**config.mk**
```make
export PLATFORM = sky130hd
export DESIGN_NAME = bpu_update_sched
export DESIGN_NICKNAME = d
export VERILOG_FILES = /design/src/rtl/bpu_update_sched.sv
export SDC_FILE = /design/constraint.sdc
export NUM_CORES = 1
export LEC_CHECK = 0
export CORE_MARGIN = 8
export CORE_UTILIZATION = 45
export CTS_CLUSTER_SIZE = 30
export DETAILED_ROUTE_END_ITERATION = 8
export PLACE_DENSITY = 0.64
export SYNTH_ARGS = -nofsm -noshare
export SYNTH_HDL_FRONTEND = slang
export SYNTH_SLANG_ARGS = --single-unit
```
**constraint.sdc**
```tcl
create_clock -name clk -period 3.7 [get_ports clk]
set_input_delay 0.37 -clock clk [delete_from_list [all_inputs] [get_ports clk]]
set_output_delay 0.37 -clock clk [all_outputs]
set_load 0.005 [all_outputs]
```
**src/rtl/bpu_update_sched.sv**
```systemverilog
// bpu_update_sched: orders two-lane branch updates into one table write port and runs invalidation sweeps
module bpu_update_sched #(
    parameter int DEPTH = 8,
    parameter int IDX_W = 7,
    parameter int CNT_W = 16
) (
    input  logic                    clk,
    input  logic                    reset,
    input  logic                    upd1_valid,
    input  logic [31:0]             upd1_pc,
    input  logic                    upd1_taken,
    input  logic [31:0]             upd1_target,
    input  logic [1:0]              upd1_type,
    input  logic                    upd2_valid,
    input  logic [31:0]             upd2_pc,
    input  logic                    upd2_taken,
    input  logic [31:0]             upd2_target,
    input  logic [1:0]              upd2_type,
    input  logic                    clear_req,
    input  logic                    wr_ready,
    output logic                    wr_en,
    output logic                    wr_clear,
    output logic [IDX_W-1:0]        wr_idx,
    output logic [31:0]             wr_pc,
    output logic                    wr_taken,
    output logic [31:0]             wr_target,
    output logic [1:0]              wr_type,
    output logic                    busy,
    output logic [$clog2(DEPTH):0]  fifo_count,
    output logic [CNT_W-1:0]        drop_cnt
);
    localparam int AW = $clog2(DEPTH);
    localparam int CW = AW + 1;
    localparam int EW = 67;
    localparam int DW = CNT_W + 1;

    typedef enum logic [1:0] {INIT, RUN, CLEAR} state_t;

    state_t           state_q, state_d;
    logic [IDX_W-1:0] clr_idx_q, clr_idx_d;
    logic [AW-1:0]    wp_q, wp_d, rp_q, rp_d;
    logic [CW-1:0]    cnt_q, cnt_d, free;
    logic [CNT_W-1:0] drop_q, drop_d;
    logic [DW-1:0]    drop_sum;
    logic [EW-1:0]    mem_q [DEPTH];
    logic [EW-1:0]    mem_d [DEPTH];
    logic [EW-1:0]    ent1, ent2, head;
    logic             run, sweep, deq, e1, e2;
    logic [1:0]       ndrop;

    assign ent1  = {upd1_type, upd1_target, upd1_taken, upd1_pc};
    assign ent2  = {upd2_type, upd2_target, upd2_taken, upd2_pc};
    assign head  = mem_q[rp_q];
    assign run   = state_q == RUN;
    assign sweep = !run;

    // Write port: sweep writes clear entries, otherwise the FIFO head is presented
    always_comb begin
        wr_en      = sweep || cnt_q != '0;
        wr_clear   = sweep;
        busy       = sweep;
        wr_idx     = sweep ? clr_idx_q : head[IDX_W+1:2];
        wr_pc      = sweep ? '0 : head[31:0];
        wr_taken   = sweep ? 1'b0 : head[32];
        wr_target  = sweep ? '0 : head[64:33];
        wr_type    = sweep ? '0 : head[66:65];
        fifo_count = cnt_q;
        drop_cnt   = drop_q;
    end

    // Next state: free space is judged on the start-of-cycle count, so a same-cycle pop never makes room
    always_comb begin
        free      = CW'(DEPTH) - cnt_q;
        deq       = run && cnt_q != '0 && wr_ready;
        e1        = run && upd1_valid && free != '0;
        e2        = run && upd2_valid && (upd1_valid ? free >= CW'(2) : free != '0);
        ndrop     = 2'(run && upd1_valid && !e1) + 2'(run && upd2_valid && !e2);
        drop_sum  = {1'b0, drop_q} + DW'(ndrop);
        state_d   = state_q;
        clr_idx_d = clr_idx_q;
        wp_d      = wp_q + AW'(e1) + AW'(e2);
        rp_d      = rp_q + AW'(deq);
        cnt_d     = cnt_q + CW'(e1) + CW'(e2) - CW'(deq);
        drop_d    = drop_sum[CNT_W] ? '1 : drop_sum[CNT_W-1:0];
        mem_d     = mem_q;
        if (e1)
            mem_d[wp_q] = ent1;
        if (e2)
            mem_d[e1 ? wp_q + AW'(1) : wp_q] = ent2;
        if (sweep && wr_ready) begin
            clr_idx_d = clr_idx_q + IDX_W'(1);
            state_d   = &clr_idx_q ? RUN : state_q;
        end
        if (run && clear_req) begin
            state_d   = CLEAR;
            clr_idx_d = '0;
            wp_d      = '0;
            rp_d      = '0;
            cnt_d     = '0;
            drop_d    = drop_q;
        end
    end

    // Control registers; reset restarts the sweep and forgets pending updates
    always_ff @(posedge clk) begin
        if (reset) begin
            state_q   <= INIT;
            clr_idx_q <= '0;
            wp_q      <= '0;
            rp_q      <= '0;
            cnt_q     <= '0;
            drop_q    <= '0;
        end else begin
            state_q   <= state_d;
            clr_idx_q <= clr_idx_d;
            wp_q      <= wp_d;
            rp_q      <= rp_d;
            cnt_q     <= cnt_d;
            drop_q    <= drop_d;
        end
    end

    // FIFO storage needs no reset; occupancy is tracked by the count
    always_ff @(posedge clk) begin
        mem_q <= mem_d;
    end
endmodule

```
## Word-level counts from Yosys, hierarchy flattened

Cells that the tools add are included.

| storage, ports and cells | value |
|---|---|
| register bits after elaboration | 571 |
| input port bits | 140 |
| output and inout bits | 97 |
| word-level logic and storage cells | 82 |

| operators by class | value |
|---|---|
| add/sub/neg operators | 11 |
| order comparisons | 6 |
| eq/ne operators | 1 |
| muxes and demuxes | 22 |
| bitwise logic cells | 3 |
| reductions and logical operators | 24 |

Operator list:

| cell | number |
|---|---|
| $bwmux 536 | 2 |
| $mux 536 | 2 |
| $demux 67 s3 | 2 |
| $mux 67 | 4 |
| $bmux 67 s3 | 1 |
| $mux 32 | 2 |
| $add 16x2->17 | 1 |
| $mux 16 | 1 |
| $ge 4x4->1 const B | 3 |
| $logic_and 1x1->1 | 12 |
| $not 3->4 | 3 |
| $add 3x1->3 | 3 |
| $add 4x1->4 | 2 |
| $lt 4x1->1 const B | 2 |
| $mux 2 | 4 |
| $reduce_and 8->1 | 1 |
| $reduce_bool 4->1 | 2 |
| $add 7x1->7 const B | 1 |
| $mux 7 | 1 |
| $reduce_and 7->1 | 1 |
| $ge 4x2->1 const B | 1 |
| $reduce_bool 2->1 | 2 |
| $sub 4x1->4 | 1 |
| $sub 4x4->4 const A | 1 |
| 9 further kinds | 12 |

## Longest topological paths before layout

| logic depth | value |
|---|---|
| depth after elaboration | 11 |
| depth in mapped cells | 13 |
| gate-level depth less buffers | 12 |

## Worst setup path after synthesis

OpenSTA, ideal clock, no wires.

| path | value |
|---|---|
| path kind | reg-to-reg |
| start | reg cnt_q[1], in the netlist fifo_count[1] |
| end | reg drop_q[10], in the netlist drop_cnt[10] |
| library setup time | 70 ps |
| data arrival time | 2,826 ps |
| required time | 3,630 ps |
| path slack | 803 ps |
| stages on the path, launching flop included | 12 |
| path buffers | 1 |
| clock period less this slack | 2,897 ps |
| cells stage by stage | dfxtp_1 inv_1 ha_1 nor4b_1 a22oi_1 nor3_1 fa_1 and3_1 nand3_1 or4_1 clkbuf_1 a21oi_1 |

| between the ends | value |
|---|---|
| cells in the longest elaborated chain, start to end | 9 |
| elaborated cells on any way between the ends | 13 |
| classes of those cells | 3 x add/sub; 1 x order compare; 2 x mux; 7 x reduce/logical |

Ends and longest elaborated chain:

| item | line | RTL |
|---|---|---|
| from (decl) | 42 | `logic [CW-1:0] cnt_q, cnt_d, free;` |
| from (signal assigned) | 118 | `cnt_q <= cnt_d;` |
| $sub 4x4->4 (*) | 73 | `free = CW'(DEPTH) - cnt_q;` |
| $ge 4x2->1 / $reduce_bool 4->1 (equally long branches) | 76, 75 |  |
| $mux 1 | 76 | `e2 = run && upd2_valid && (upd1_valid ? free >= CW'(2) : free != '0);` |
| $logic_and 1x1->1 | 76 |  |
| $logic_not 1->1 | 77 | `ndrop = 2'(run && upd1_valid && !e1) + 2'(run && upd2_valid && !e2);` |
| $logic_and 1x1->1 | 77 |  |
| $add 1x1->2 (*) | 77 |  |
| $add 16x2->17 (*) | 78 | `drop_sum = {1'b0, drop_q} + DW'(ndrop);` |
| $mux 16 (*) | 84 | `drop_d = drop_sum[CNT_W] ? '1 : drop_sum[CNT_W-1:0];` |
| to (signal assigned) | 119 | `drop_q <= drop_d;` |
| to (decl) | 43 | `logic [CNT_W-1:0] drop_q, drop_d;` |

Mark *: on every way between the ends. The rest lies on a longest branch, timed or not.
A chain may end at the register's enable or synchronous reset.

## Worst setup path in the final report

| path | value |
|---|---|
| start | reg state_q[0] |
| end | out wr_pc[23] |

| between the ends | value |
|---|---|
| cells in the longest elaborated chain, start to end | 2 |

Ends and longest elaborated chain:

| item | line | RTL |
|---|---|---|
| from (decl) | 39 | `state_t state_q, state_d;` |
| from (signal assigned) | 114 | `state_q <= state_d;` |
| $eq 2x1->1 | 54 | `assign run = state_q == RUN;` |
| $mux 32 | 63 | `wr_pc = sweep ? '0 : head[31:0];` |
| to (decl) | 24 | `output logic [31:0] wr_pc,` |

No other way between the ends.

==> summary.md <==
| Metric | Value |
|---|---|
| Outcome | finished, final reports clean |
| Hold_sp | state_q[0] |
| Max Slew Vio Count | 0 |
| Port bufs | 236 |
| Routed wire length | 83,060 um |
| Area Growth Syn to Fin | 19.44% |
| Crit path launch type | flip-flop |
| Die Ht | 273.9 um |
| FFs w/ async S/R, synth | 0 |
| Clk sinks | 571 |
| Number of core rows | 94 |
| Synth top cells by count | 982 x mux2_2, 571 x dfxtp_1, 134 x mux4_2 |
| DRC | 0 |
| Fin crit period | 3354 ps |
| Number of synthesized flops with an enable pin | 0 |
| Worst slew pin tran | 1035 ps |
| Non-filler cells, final | 3,402 |
| Cts repair resizes | 1 |
| Routed wire per std cell | 24.42 um |
| RR Startpoint | fifo_count[1] |
| Pwr Total | 0.01370 W |
| First-pass iteration count of the detailed router | 5 |
| FF-to-FF path depth | 9 |
| Die ar. | 75,030 um2 |
| Worst-path clk slew | 60 ps |
| PwrDens | 383.3 nW/um2 |
| Synthesized cell area | 29,930 um2 |
| Hold depth | 2 |
| 1st-iter DRT viols | 868 |
| First-pass GRT wire length | 127,600 um |
| Min Hold Slack | 483.1 ps |
| Slew HR | 0.3072 |
| Initial core utilization | 0.4545 |
| Post-route ant nets | 0 |
| Yosys warnings | 0 |
| Total GRT Usage | 0.2175 |
| Post-route cell area | 35,750 um2 |
| Number of distinct library cells after synthesis | 53 |
| Hold Fails Final Rpt | 0 |
| Gate count after technology mapping | 2,286 |
| Tcrit/Tclk final | 0.9065 |
| Area post-placement | 33,630 um2 |
| Vias per cell | 5.723 |
| Routed via count | 19,470 |
| Worst path required time | 3330 ps |
| Mean post-synth cell area | 13.09 um2 |
| Max cap viols | 0 |
| Final setup fails | 0 |
| FF+latch count, synth | 571 |
| Placed cells | 3,279 |
| Dpl hpwl | 52,590 um |
| Worst min-delay path class | reg2reg |
| WHS Endpoint | state_q[0] |
| Leakage power | 14.95 nW |
| Maximum clock frequency | 298.1 MHz |
| Worst r2r dst | mem_q[367] |
| Layout cell share with drive strength beyond 1 | 0.5501 |
| I/O pin total | 237 |
| Synth top area cells | dfxtp_1 38%, mux2_2 37%, mux4_2 10% |
| CTS Buf Count | 67 |
| Syn Nets | 2,443 |
| Crit end category | output port |
| Post-synthesis sequential area ratio | 0.3819 |
| CTS tree | yes |
| Fin nets | 2,641 |
| CP max FO | 18 |
| Largest net degree at the start of global routing | 68 |
| Area of the core | 65,860 um2 |
| Post-CTS Hold Fix Bufs | 0 |
| RSZ-0062 raised after global routing | false |
| Clock buffer depth | 3 |
| Vias in the first global route | 20,970 |
| Most frequent cell after synthesis | mux2_2 |
| Post-CTS setup repair buffer count | 0 |
| Die X | 273.9 um |
| H-tree depth | 3 |
| WP data arrival | 2980 ps |
| Antenna violations before repair | 18 |
| Layout Skew | 17.51 ps |
| CP Class | reg2out |
| Routability cong. | 0.7885 |
| Root buf cell | clkbuf_16 |
| Clock latency on the worst-skew pair | 590 ps |
| Synth Flop Type | dfxtp_1 |
| Peak VDD IR | 0.3235 mV |
| Cell accounting for the most synthesized area | dfxtp_1 |
| Reg2Reg Setup Slack | 350 ps |
| Top cell type's share of synthesized area | 0.3819 |
| GRT overflow | 0 |
## per-layer routing
| layer | vias up | global-route usage | wire length (um) |
|---|---|---|---|
| li1 | 8983 | - | - |
| met1 | 9933 | 0.2728 | 35970 |
| met2 | 380 | 0.3739 | 41140 |
| met3 | 160 | 0.04643 | 3774 |
| met4 | 14 | 0.06323 | 2098 |
| met5 | - | 0 | 84 |
## flip-flops by register name, indices dropped and copies added (netlist names)
| register | cells |
|---|---|
| fifo_count | 4 |
| clr_idx_q | 7 |
| state_q | 2 |
| mem_q | 536 |
| drop_cnt | 16 |
| rp_q | 3 |
| wp_q | 3 |
## metrics by stage
step                setup slack (ps)  utilization  setup TNS [ps]
detailed placement            -85.18       0.5105           -5486
floorplan                      803.3            -               0
CTS                            200.3       0.5424               0
global placement              -10.73       0.5105          -197.5
global route                   54.36       0.5426               0
finish                         345.8       0.5428               0
## final cells by class
cell class | instances | area, um2
antenna | 11 | 27.53
clock inverter | 14 | 137.6
tap | 864 | 1081
inverter | 14 | 53.80
clock buffer | 98 | 1956
fill | 5560 | 30110
timing repair buffer | 300 | 3281
sequential | 571 | 11440
multi-input combinational | 1530 | 17770
## power by group
group | total [W] | switching, W | internal (W)
registers | 0.00642 | 0.0000889 | 0.00633
logic | 0.000917 | 0.000344 | 0.000573
clock network | 0.00637 | 0.00263 | 0.00374
## placed cells by master, fill, tap and decap left out, types with 17 or more instances in the layout
master,count
dfxtp_1,568
mux4_2,134
buf_12,35
nand2_1,19
mux2i_1,69
nor2_1,87
mux2_4,90
clkbuf_1,17
mux2_2,982
a21oi_1,24
clkdlybuf4s50_1,236
clkbuf_16,69
buf_4,29
## cell families (layout without fill, tap and decap cells)
kind of cell / count (synthesis) / after routing / share of synthesized area
mux: 1275 / 1275 / 0.5385
simple gates: 164 / 164 / 0.02583
other cells: 0 / 11 / 0
compound gates: 54 / 54 / 0.01087
flops: 571 / 571 / 0.3819
buf+inv: 185 / 426 / 0.02872
fa+ha+maj: 17 / 17 / 0.008110
xor+xnor: 20 / 20 / 0.006103
## critical path: stages (launching register included)
cell and delay (ps):
dfxtp_1 360, nor2b_1 190, buf_4 170, clkinv_2 400, buf_4 400, nor2_1 260, clkdlybuf4s50_1 580
## worst max-delay path by stage
| stage | from | endpoint | depth (start not counted) |
|---|---|---|---|
| 3_3_place_gp | upd1_valid | mem_q[345] | 8 |
| 2_1_floorplan | fifo_count[1] | drop_cnt[10] | 11 |
| 4_1_cts | rp_q[0] | wr_target[6] | 6 |
| 5_1_grt | fifo_count[1] | drop_cnt[0] | 10 |
| 6_report | state_q[0] | wr_pc[23] | 6 |
| 3_5_place_dp | upd1_valid | mem_q[352] | 8 |
Note: power is estimated with default switching activity, not from simulation.
